**src/rtl/snn_enc_pkg.sv**
```systemverilog
// Shared definitions for the stochastic spike encoder: FSM states, LFSR constants
// and the per-channel firing rule.
package snn_enc_pkg;

   typedef enum logic [1:0] {
      ST_IDLE = 2'd0,
      ST_RUN  = 2'd1,
      ST_DONE = 2'd2
   } enc_state_t;

   // Right-shifting Galois form of x^32 + x^22 + x^2 + x + 1
   localparam logic [31:0] LFSR_POLY    = 32'h8020_0003;
   localparam logic [31:0] DEFAULT_SEED = 32'hACE1_0001;

   // Full-scale intensity must fire every step even when the random byte is 255
   function automatic logic spike_fire(input logic [7:0] rnd, input logic [7:0] pix);
      return (pix == 8'hFF) || (rnd < pix);
   endfunction

endpackage

```
**src/rtl/lfsr32.sv**
```systemverilog
// 32-bit Galois LFSR; advances one state per cycle with en high, otherwise holds.
module lfsr32
   import snn_enc_pkg::*;
#(
   parameter logic [31:0] SEED = DEFAULT_SEED
) (
   input  logic        clk,
   input  logic        rst,
   input  logic        en,
   output logic [31:0] q
);

   logic [31:0] r_state;
   logic [31:0] w_next;

   always_comb begin
      w_next = {1'b0, r_state[31:1]};
      if (r_state[0]) w_next = w_next ^ LFSR_POLY;
   end

   always_ff @(posedge clk) begin
      if (rst)     r_state <= SEED;
      else if (en) r_state <= w_next;
   end

   assign q = r_state;

endmodule

```
**src/rtl/spike_encoder.sv**
```systemverilog
// Rate-coded spike encoder: each accepted sample is expanded into TSTEPS steps of
// Bernoulli spikes, one LFSR byte per channel compared against the held intensity.
//
//   state   | meaning
//   --------+------------------------------------------------------------
//   ST_IDLE | in_ready high, waiting for in_valid
//   ST_RUN  | step_valid high, one encode step per cycle
//   ST_DONE | frame_done pulse for one cycle, then back to ST_IDLE
module spike_encoder
   import snn_enc_pkg::*;
#(
   parameter int          NCH    = 4,
   parameter int          TSTEPS = 16,
   parameter logic [31:0] SEED   = DEFAULT_SEED
) (
   input  logic               clk,
   input  logic               rst,
   input  logic               in_valid,
   output logic               in_ready,
   input  logic [8*NCH-1:0]   in_pixel,
   input  logic [NCH-1:0]     in_sign,
   output logic [NCH-1:0]     pos_out,
   output logic [NCH-1:0]     neg_out,
   output logic               step_valid,
   output logic               frame_done
);

   enc_state_t        r_state;
   logic [7:0]        r_step;
   logic [8*NCH-1:0]  r_pixel;
   logic [NCH-1:0]    r_sign;
   logic [NCH-1:0]    r_pos;
   logic [NCH-1:0]    r_neg;
   logic              r_step_valid;
   logic              r_frame_done;
   logic              r_in_ready;

   logic              w_transfer;
   logic              w_last;
   logic              w_lfsr_en;
   logic [31:0]       w_lfsr_q;
   logic [8*NCH-1:0]  w_pix_src;
   logic [NCH-1:0]    w_sgn_src;
   logic [NCH-1:0]    w_fire;

   assign w_transfer = in_valid && r_in_ready;
   assign w_last     = (r_step == 8'(TSTEPS - 1));

   // Spikes are registered on the edge that opens their step, so the LFSR steps on
   // exactly those TSTEPS edges: the transfer edge and every RUN edge but the last.
   assign w_lfsr_en  = w_transfer || ((r_state == ST_RUN) && !w_last);

   // Step 0 is computed on the transfer edge, before r_pixel/r_sign hold the sample
   assign w_pix_src  = w_transfer ? in_pixel : r_pixel;
   assign w_sgn_src  = w_transfer ? in_sign  : r_sign;

   lfsr32 #(.SEED(SEED)) u_lfsr (
      .clk (clk),
      .rst (rst),
      .en  (w_lfsr_en),
      .q   (w_lfsr_q)
   );

   always_comb begin
      w_fire = '0;
      for (int k = 0; k < NCH; k++) begin
         w_fire[k] = spike_fire(w_lfsr_q[8*k +: 8], w_pix_src[8*k +: 8]);
      end
   end

   always_ff @(posedge clk) begin
      if (rst) begin
         r_state      <= ST_IDLE;
         r_step       <= '0;
         r_pixel      <= '0;
         r_sign       <= '0;
         r_pos        <= '0;
         r_neg        <= '0;
         r_step_valid <= 1'b0;
         r_frame_done <= 1'b0;
         r_in_ready   <= 1'b1;
      end else begin
         case (r_state)
            ST_IDLE: begin
               r_frame_done <= 1'b0;
               if (w_transfer) begin
                  r_pixel      <= in_pixel;
                  r_sign       <= in_sign;
                  r_step       <= '0;
                  r_state      <= ST_RUN;
                  r_in_ready   <= 1'b0;
                  r_step_valid <= 1'b1;
                  r_pos        <= w_fire & w_sgn_src;
                  r_neg        <= w_fire & ~w_sgn_src;
               end
            end
            ST_RUN: begin
               if (w_last) begin
                  r_state      <= ST_DONE;
                  r_step_valid <= 1'b0;
                  r_pos        <= '0;
                  r_neg        <= '0;
                  r_frame_done <= 1'b1;
               end else begin
                  r_step       <= r_step + 8'd1;
                  r_pos        <= w_fire & w_sgn_src;
                  r_neg        <= w_fire & ~w_sgn_src;
               end
            end
            ST_DONE: begin
               r_frame_done <= 1'b0;
               r_state      <= ST_IDLE;
               r_in_ready   <= 1'b1;
            end
            default: begin
               r_state      <= ST_IDLE;
               r_step_valid <= 1'b0;
               r_pos        <= '0;
               r_neg        <= '0;
               r_frame_done <= 1'b0;
               r_in_ready   <= 1'b1;
            end
         endcase
      end
   end

   assign in_ready   = r_in_ready;
   assign pos_out    = r_pos;
   assign neg_out    = r_neg;
   assign step_valid = r_step_valid;
   assign frame_done = r_frame_done;

endmodule

```
**config.mk**
```make
export PLATFORM = sky130hd
export DESIGN_NAME = spike_encoder
export DESIGN_NICKNAME = d
export VERILOG_FILES = /design/src/rtl/snn_enc_pkg.sv /design/src/rtl/lfsr32.sv /design/src/rtl/spike_encoder.sv
export SDC_FILE = /design/constraint.sdc
export NUM_CORES = 1
export LEC_CHECK = 0
export BUFFER_PORTS_ARGS = -buffer_cell sky130_fd_sc_hd__buf_2
export CELL_PAD_IN_SITES_DETAIL_PLACEMENT = 0
export CELL_PAD_IN_SITES_GLOBAL_PLACEMENT = 1
export CORE_MARGIN = 8
export CORE_UTILIZATION = 45
export DETAILED_ROUTE_END_ITERATION = 8
export PLACE_DENSITY_LB_ADDON = 0.1
export SLEW_MARGIN = 20
export SYNTH_ARGS = -nofsm -noshare
export SYNTH_HDL_FRONTEND = slang
export SYNTH_HIERARCHICAL = 1
export SYNTH_SLANG_ARGS = --single-unit
```
**constraint.sdc**
```tcl
create_clock -name clk -period 4.5 [get_ports clk]
set_clock_uncertainty 0.1 [all_clocks]
set_input_delay 0.9 -clock clk [delete_from_list [all_inputs] [get_ports clk]]
set_output_delay 0.9 -clock clk [all_outputs]
set_load 0.01 [all_outputs]
```
==> results of run 1 <==
==> worst reg2reg max path, delay by kind of cell (launching register included) <==
family | cells | cell delay, ps
AND/OR/NAND/NOR | 3 | 1720
AO/OA/AOI/OAI | 2 | 610
flip-flops | 1 | 340
==> power by group through the flow <==
stage	logic (uW)	clock network [uW]	registers [uW]
after floorplan	258	0	889
after global placement	319	0	900
after detailed placement	325	0	899
after CTS	326	597	881
after global routing	365	624	889
final	321	576	881
==> path summary, 6_finish.rpt <==
| path | depth (start not counted) | end | from | slack, ps |
|---|---|---|---|---|
| hold / removal | 2 | pos_out[0]$_SDFFE_PP0P_ | pos_out[0]$_SDFFE_PP0P_ | 370 |
| setup reg to reg | 5 | u_lfsr/q[0]$_SDFFE_PP1P_ | r_step[5]$_SDFFE_PP0P_ | 1650 |
| hold reg to reg | 2 | pos_out[0]$_SDFFE_PP0P_ | pos_out[0]$_SDFFE_PP0P_ | 370 |
| setup / recovery | 9 | neg_out[0]$_SDFFE_PP0P_ | in_valid | 1420 |
==> cells by family after synthesis <==
logic type	count (synthesis)
simple gates	203
compound gates	98
flops	89
buf+inv	69
mux	56
fa+ha+maj	25
xor+xnor	8
==> cell type report <==
type                       instances  area (um^2)  share of cell area, %
timing repair buffer              56          310                   6.16
multi-input combinational        390         2530                   50.1
clock buffer                      12          155                   3.08
sequential                        89         1780                   35.4
tap                              136          170                   3.38
inverter                          12         45.0                  0.894
clock inverter                     4         51.3                   1.02
==> metrics by stage <==
| step | instances | util [%] |
|---|---|---|
| 5_1_grt | 699 | 49.0 |
| 2_1_floorplan | 548 | - |
| 4_1_cts | 699 | 49.0 |
| 3_3_place_gp | 683 | 47.0 |
| 6_report | 699 | 49.0 |
| 3_5_place_dp | 683 | 47.0 |
==> per-layer routing <==
layer	routed length (um)	up-vias	track usage, %	part of all wire, %
li1	-	1927	-	-
met1	5090	1728	18.9	46
met3	473	6	3.66	4.3
met5	0	-	0	0
met4	76	0	3.64	0.69
met2	5300	63	28.1	48
==> cell usage in the layout (no fill, tap or decap), types with 5 or more instances in the layout <==
cell type / n
a21boi_0: 5
and3_1: 6
nand3_1: 6
buf_2: 49
inv_1: 11
mux2i_1: 56
nor2_1: 43
buf_4: 6
nand4b_1: 5
xnor2_1: 5
a21oi_1: 46
nand4_1: 19
clkbuf_8: 11
o21ai_0: 11
nand2_1: 95
or3_1: 7
dfxtp_1: 89
ha_1: 25
==> registers in the layout (all words and copies together) (netlist names), 2 cells and up <==
register  cells
r_pixel      32
u_lfsr/q     32
r_step        8
neg_out       4
pos_out       4
r_sign        4
r_state       2
==> results.json, run 1 <==
{
  "rows": 37,
  "power_switching_share_pct": 28.9,
  "numCtsBuffers": 9,
  "maxCapViolCount": 0,
  "post-synth-top-count-cell": "nand2_1",
  "maxSlewViolCount": 0,
  "synth_compound_area_share_pct": 13.0,
  "vias": 3724,
  "clock.fmax_mhz": 325,
  "ys_warn_count": 6,
  "dr.pass1.iters": 5,
  "vias_per_cell": 5.33,
  "place_ws_ps": 1040,
  "yosysTopAreaCell": "dfxtp_1",
  "portBuffers": 49,
  "fin_tns_setup_ps": 0,
  "comb_power_share_pct": 18.0,
  "antenna_found_initial": 0,
  "startpoint_type": "primary input",
  "die-width_um": 118,
  "required_ps": 4640,
  "grt.overflow.total": 0,
  "cts-root-buf": "clkbuf_8",
  "cts-resized-gates": 0,
  "drc": 0,
  "synth-adder-area-share_pct": 6.62,
  "fin_ws_ps": 1420,
  "cp_max_fo": 15,
  "synth_flop_cell": "dfxtp_1",
  "synth_area_leaders": "dfxtp_1 (38%), mux2i_1 (12%), nand2_1 (7.6%)",
  "cts_setup_buffers": 0,
  "endpoint_kind": "register",
  "synth.distinct_cells": 54,
  "dieArea_mm2": 0.0140,
  "grt_start_max_net_pins": 49,
  "syn_area_mm2": 0.00472,
  "p_sw_uw": 514,
  "clkPwrFrac_pct": 32.4,
  "hold_slack_ps": 366,
  "cts_buffer_depth": 2,
  "synth-seq-area-share_pct": 37.7,
  "status": "complete, no violations",
  "leakage_uw": 0.00210,
  "setup_viol": 0,
  "yosysTopAreaCellShare_pct": 37.7,
  "synthSimpleGateAreaFrac_pct": 20.3,
  "vdd_drop_max_v": 0.000144,
  "synth_seq_cells": 89,
  "cpMaxStageDelayCell": "or4b_2",
  "initial_core_util_pct": 45.9,
  "hold_viol": 0,
  "synth-xor-area-share_pct": 1.48,
  "syn_area_per_cell_um2": 8.62,
  "hold_class": "register to register",
  "max_slew_margin_pct": 31.9,
  "antennaDiodeCount": 0,
  "final_area_mm2": 0.00504,
  "post_drt_wl_per_cell_um": 15.6,
  "clk_latency_ps": 350,
  "grt_pass1_vias": 3809,
  "io_pins": 50,
  "total_power_uw": 1780,
  "netlist_top_cells_count": "nand2_1 (96), dfxtp_1 (89), mux2i_1 (56)",
  "cts_sinks": 89,
  "fillerInstances": 1046,
  "crit_chain": "buf_2 > and2_2 > mux2i_1 > ha_1 > and4_1 > nand2_1 > or4b_2 > a41oi_1 > o21ai_0",
  "syn-num-nets": 612,
  "crit_buf_inv": 1,
  "synth_edf_count": 0,
  "syn2layout_area_growth_pct": 6.73,
  "async_reset_ff_share_pct": 0,
  "power.density_mw_per_mm2": 353,
  "p_int_uw": 1260,
  "tightest_slew_ps": 1020,
  "first_iter_violations": 229,
  "synth_top_family_by_area": "simple AND/OR/NAND/NOR gates",
  "worstPathArrival_ps": 3220,
  "p_seq_share_pct": 49.6,
  "dpl_cell_area_mm2": 0.00483,
  "fin_nets": 622,
  "die_h_um": 118,
  "routabilityCongestion": 0.816,
  "grt_first_pass_wirelength_mm": 18.5,
  "antenna_left": 0,
  "grt_usage_pct": 15.8,
  "finalCriticalPeriod_ps": 3080,
  "path_clk_slew_ps": 90,
  "period_share_pct": 68.4,
  "core_area_mm2": 0.0103,
  "critPathTopFamily": "simple AND/OR/NAND/NOR gates",
  "drive_gt1_share_pct": 14.6,
  "cts_hold_buf": 0,
  "worstSetupPathType": "primary input to register",
  "slowest_delay_ps": 600,
  "cts_max_level": 3,
  "wirelength_mm": 10.9,
  "syn-instance-count": 548,
  "muxShareOfSynthArea_pct": 11.9,
  "dp_hpwl_mm": 7.93,
  "cts_tree": "built",
  "rsz0062_at_grt": "false"
}
No activity file was read; power rests on OpenSTA's default activity.
==> inputs of run 2 (changes only) <==
- clock period: 4.5 -> 2.86 ns (I/O delays scaled with it)
==> results.json, run 2 (same netlist as run 1, synthesis figures left out) <==
{
  "status": "complete, no violations",
  "startpoint_type": "primary input",
  "crit_chain": "buf_2 > and2_2 > mux2i_1 > ha_1 > and4_1 > nand2_1 > or4b_2 > a41oi_2 > o21ai_0",
  "tightest_slew_ps": 1090,
  "fin_tns_setup_ps": 0,
  "vias_per_cell": 5.31,
  "fin_nets": 626,
  "fin_ws_ps": 419,
  "vias": 3728,
  "period_share_pct": 85.3,
  "hold_start": "pos_out[0]$_SDFFE_PP0P_",
  "critPathTopFamily": "simple AND/OR/NAND/NOR gates",
  "clock.fmax_mhz": 410,
  "rsz0062_at_grt": "false",
  "cp_max_fo": 6,
  "hold-path-cell-count": 2,
  "antenna_found_initial": 0,
  "io_pins": 50,
  "path_clk_slew_ps": 80,
  "cts_tree": "built",
  "rrSetupSlack_ps": 430,
  "leakage_uw": 0.00213,
  "final_cell_mix": "nand2_1 (95), dfxtp_1 (89), mux2i_1 (56)",
  "worstPathArrival_ps": 2580,
  "die-width_um": 118,
  "cts_buffer_depth": 2,
  "slowest_delay_ps": 620,
  "maxCapViolCount": 0,
  "grt_start_max_net_pins": 65,
  "crit_buf_inv": 1,
  "post_drt_wl_per_cell_um": 15.6,
  "r2r_cells": 9,
  "max_slew_margin_pct": 26.6,
  "cts-resized-gates": 0,
  "vdd_drop_max_v": 0.000223,
  "hold_class": "register to register",
  "routabilityCongestion": 0.834,
  "cts_hold_buf": 0,
  "cts_sinks": 89,
  "grt_util_met3_pct": 2.28,
  "dr.pass1.iters": 4,
  "numCtsBuffers": 9,
  "dp_hpwl_mm": 8.01,
  "clk_latency_ps": 350,
  "grt_first_pass_wirelength_mm": 18.5,
  "first_iter_violations": 216,
  "cts_setup_buffers": 0,
  "grt_pass1_vias": 3786,
  "portBuffers": 49,
  "worstSetupPathType": "primary input to register",
  "mostFrequentLayoutCell": "nand2_1",
  "use_met1_pct": 20.5,
  "core_area_mm2": 0.0103,
  "r2r_start": "in_ready$_SDFFE_PP1P_",
  "final_area_mm2": 0.00508,
  "syn2layout_area_growth_pct": 7.55,
  "grt_usage_pct": 15.9,
  "dieArea_mm2": 0.0140,
  "endpoint_kind": "register",
  "drive_gt1_share_pct": 15.2,
  "initial_core_util_pct": 45.9,
  "top_usage_layer": "met2",
  "setup_viol": 0,
  "required_ps": 3000,
  "startpoint": "in_valid",
  "place_ws_ps": 18.4,
  "rows": 37,
  "die_h_um": 118,
  "drc": 0,
  "antenna_left": 0,
  "maxSlewViolCount": 0,
  "antennaDiodeCount": 0,
  "wirelength_mm": 10.9,
  "path_depth": 9,
  "dpl_cell_area_mm2": 0.00488,
  "power.density_mw_per_mm2": 546,
  "cpMaxStageDelayCell": "or4b_2",
  "grt_use_met2_pct": 26.5,
  "cts_max_level": 3,
  "finalCriticalPeriod_ps": 2440,
  "hold_viol": 0,
  "grt.overflow.total": 0,
  "cts-root-buf": "clkbuf_8"
}
## run 2: final cells by class
cell class,instances,area (um^2)
timing repair buffer,60,353
sequential,89,1780
fill,1046,5200
inverter,12,45.0
clock buffer,12,155
clock inverter,3,40.0
tap,136,170
multi-input combinational,390,2530
## run 2: final timing paths
kind / endpoint
worst max-delay path: neg_out[0]$_SDFFE_PP0P_
worst min-delay path: pos_out[0]$_SDFFE_PP0P_
worst max register to register: neg_out[2]$_SDFFE_PP0P_
worst min register to register: pos_out[0]$_SDFFE_PP0P_
## run 2: tightest hold or removal path, cell delays in order, from the launching register on
cell,delay (ps)
dfxtp_1,320
nand2_1,50
o21ai_1,50
## run 2: per-layer routing
metal  vias up  share of wire, %  wire length, um
li1       1921                 -                -
met1      1729                48             5290
met4         0               1.3              146
met5         -                 0                0
met2        65                46             5070
met3        13               3.9              430
## run 2: through the flow
step | hold WS (ps) | utilization, % | power, uW | std cells
finish | 350 | 49.4 | 2770 | 702
detailed placement | 344 | 47.5 | 1940 | 687
floorplan | 337 | - | 1810 | 548
CTS | 349 | 49.4 | 2810 | 702
global route | 363 | 49.4 | 2940 | 702
global placement | 338 | 47.5 | 1930 | 687
## run 2: report_power, final
| group | internal, uW | total, uW | switching, uW |
|---|---|---|---|
| clock network | 445 | 868 | 423 |
| registers | 1320 | 1390 | 68.6 |
| logic | 225 | 518 | 293 |
| total | 1990 | 2770 | 785 |
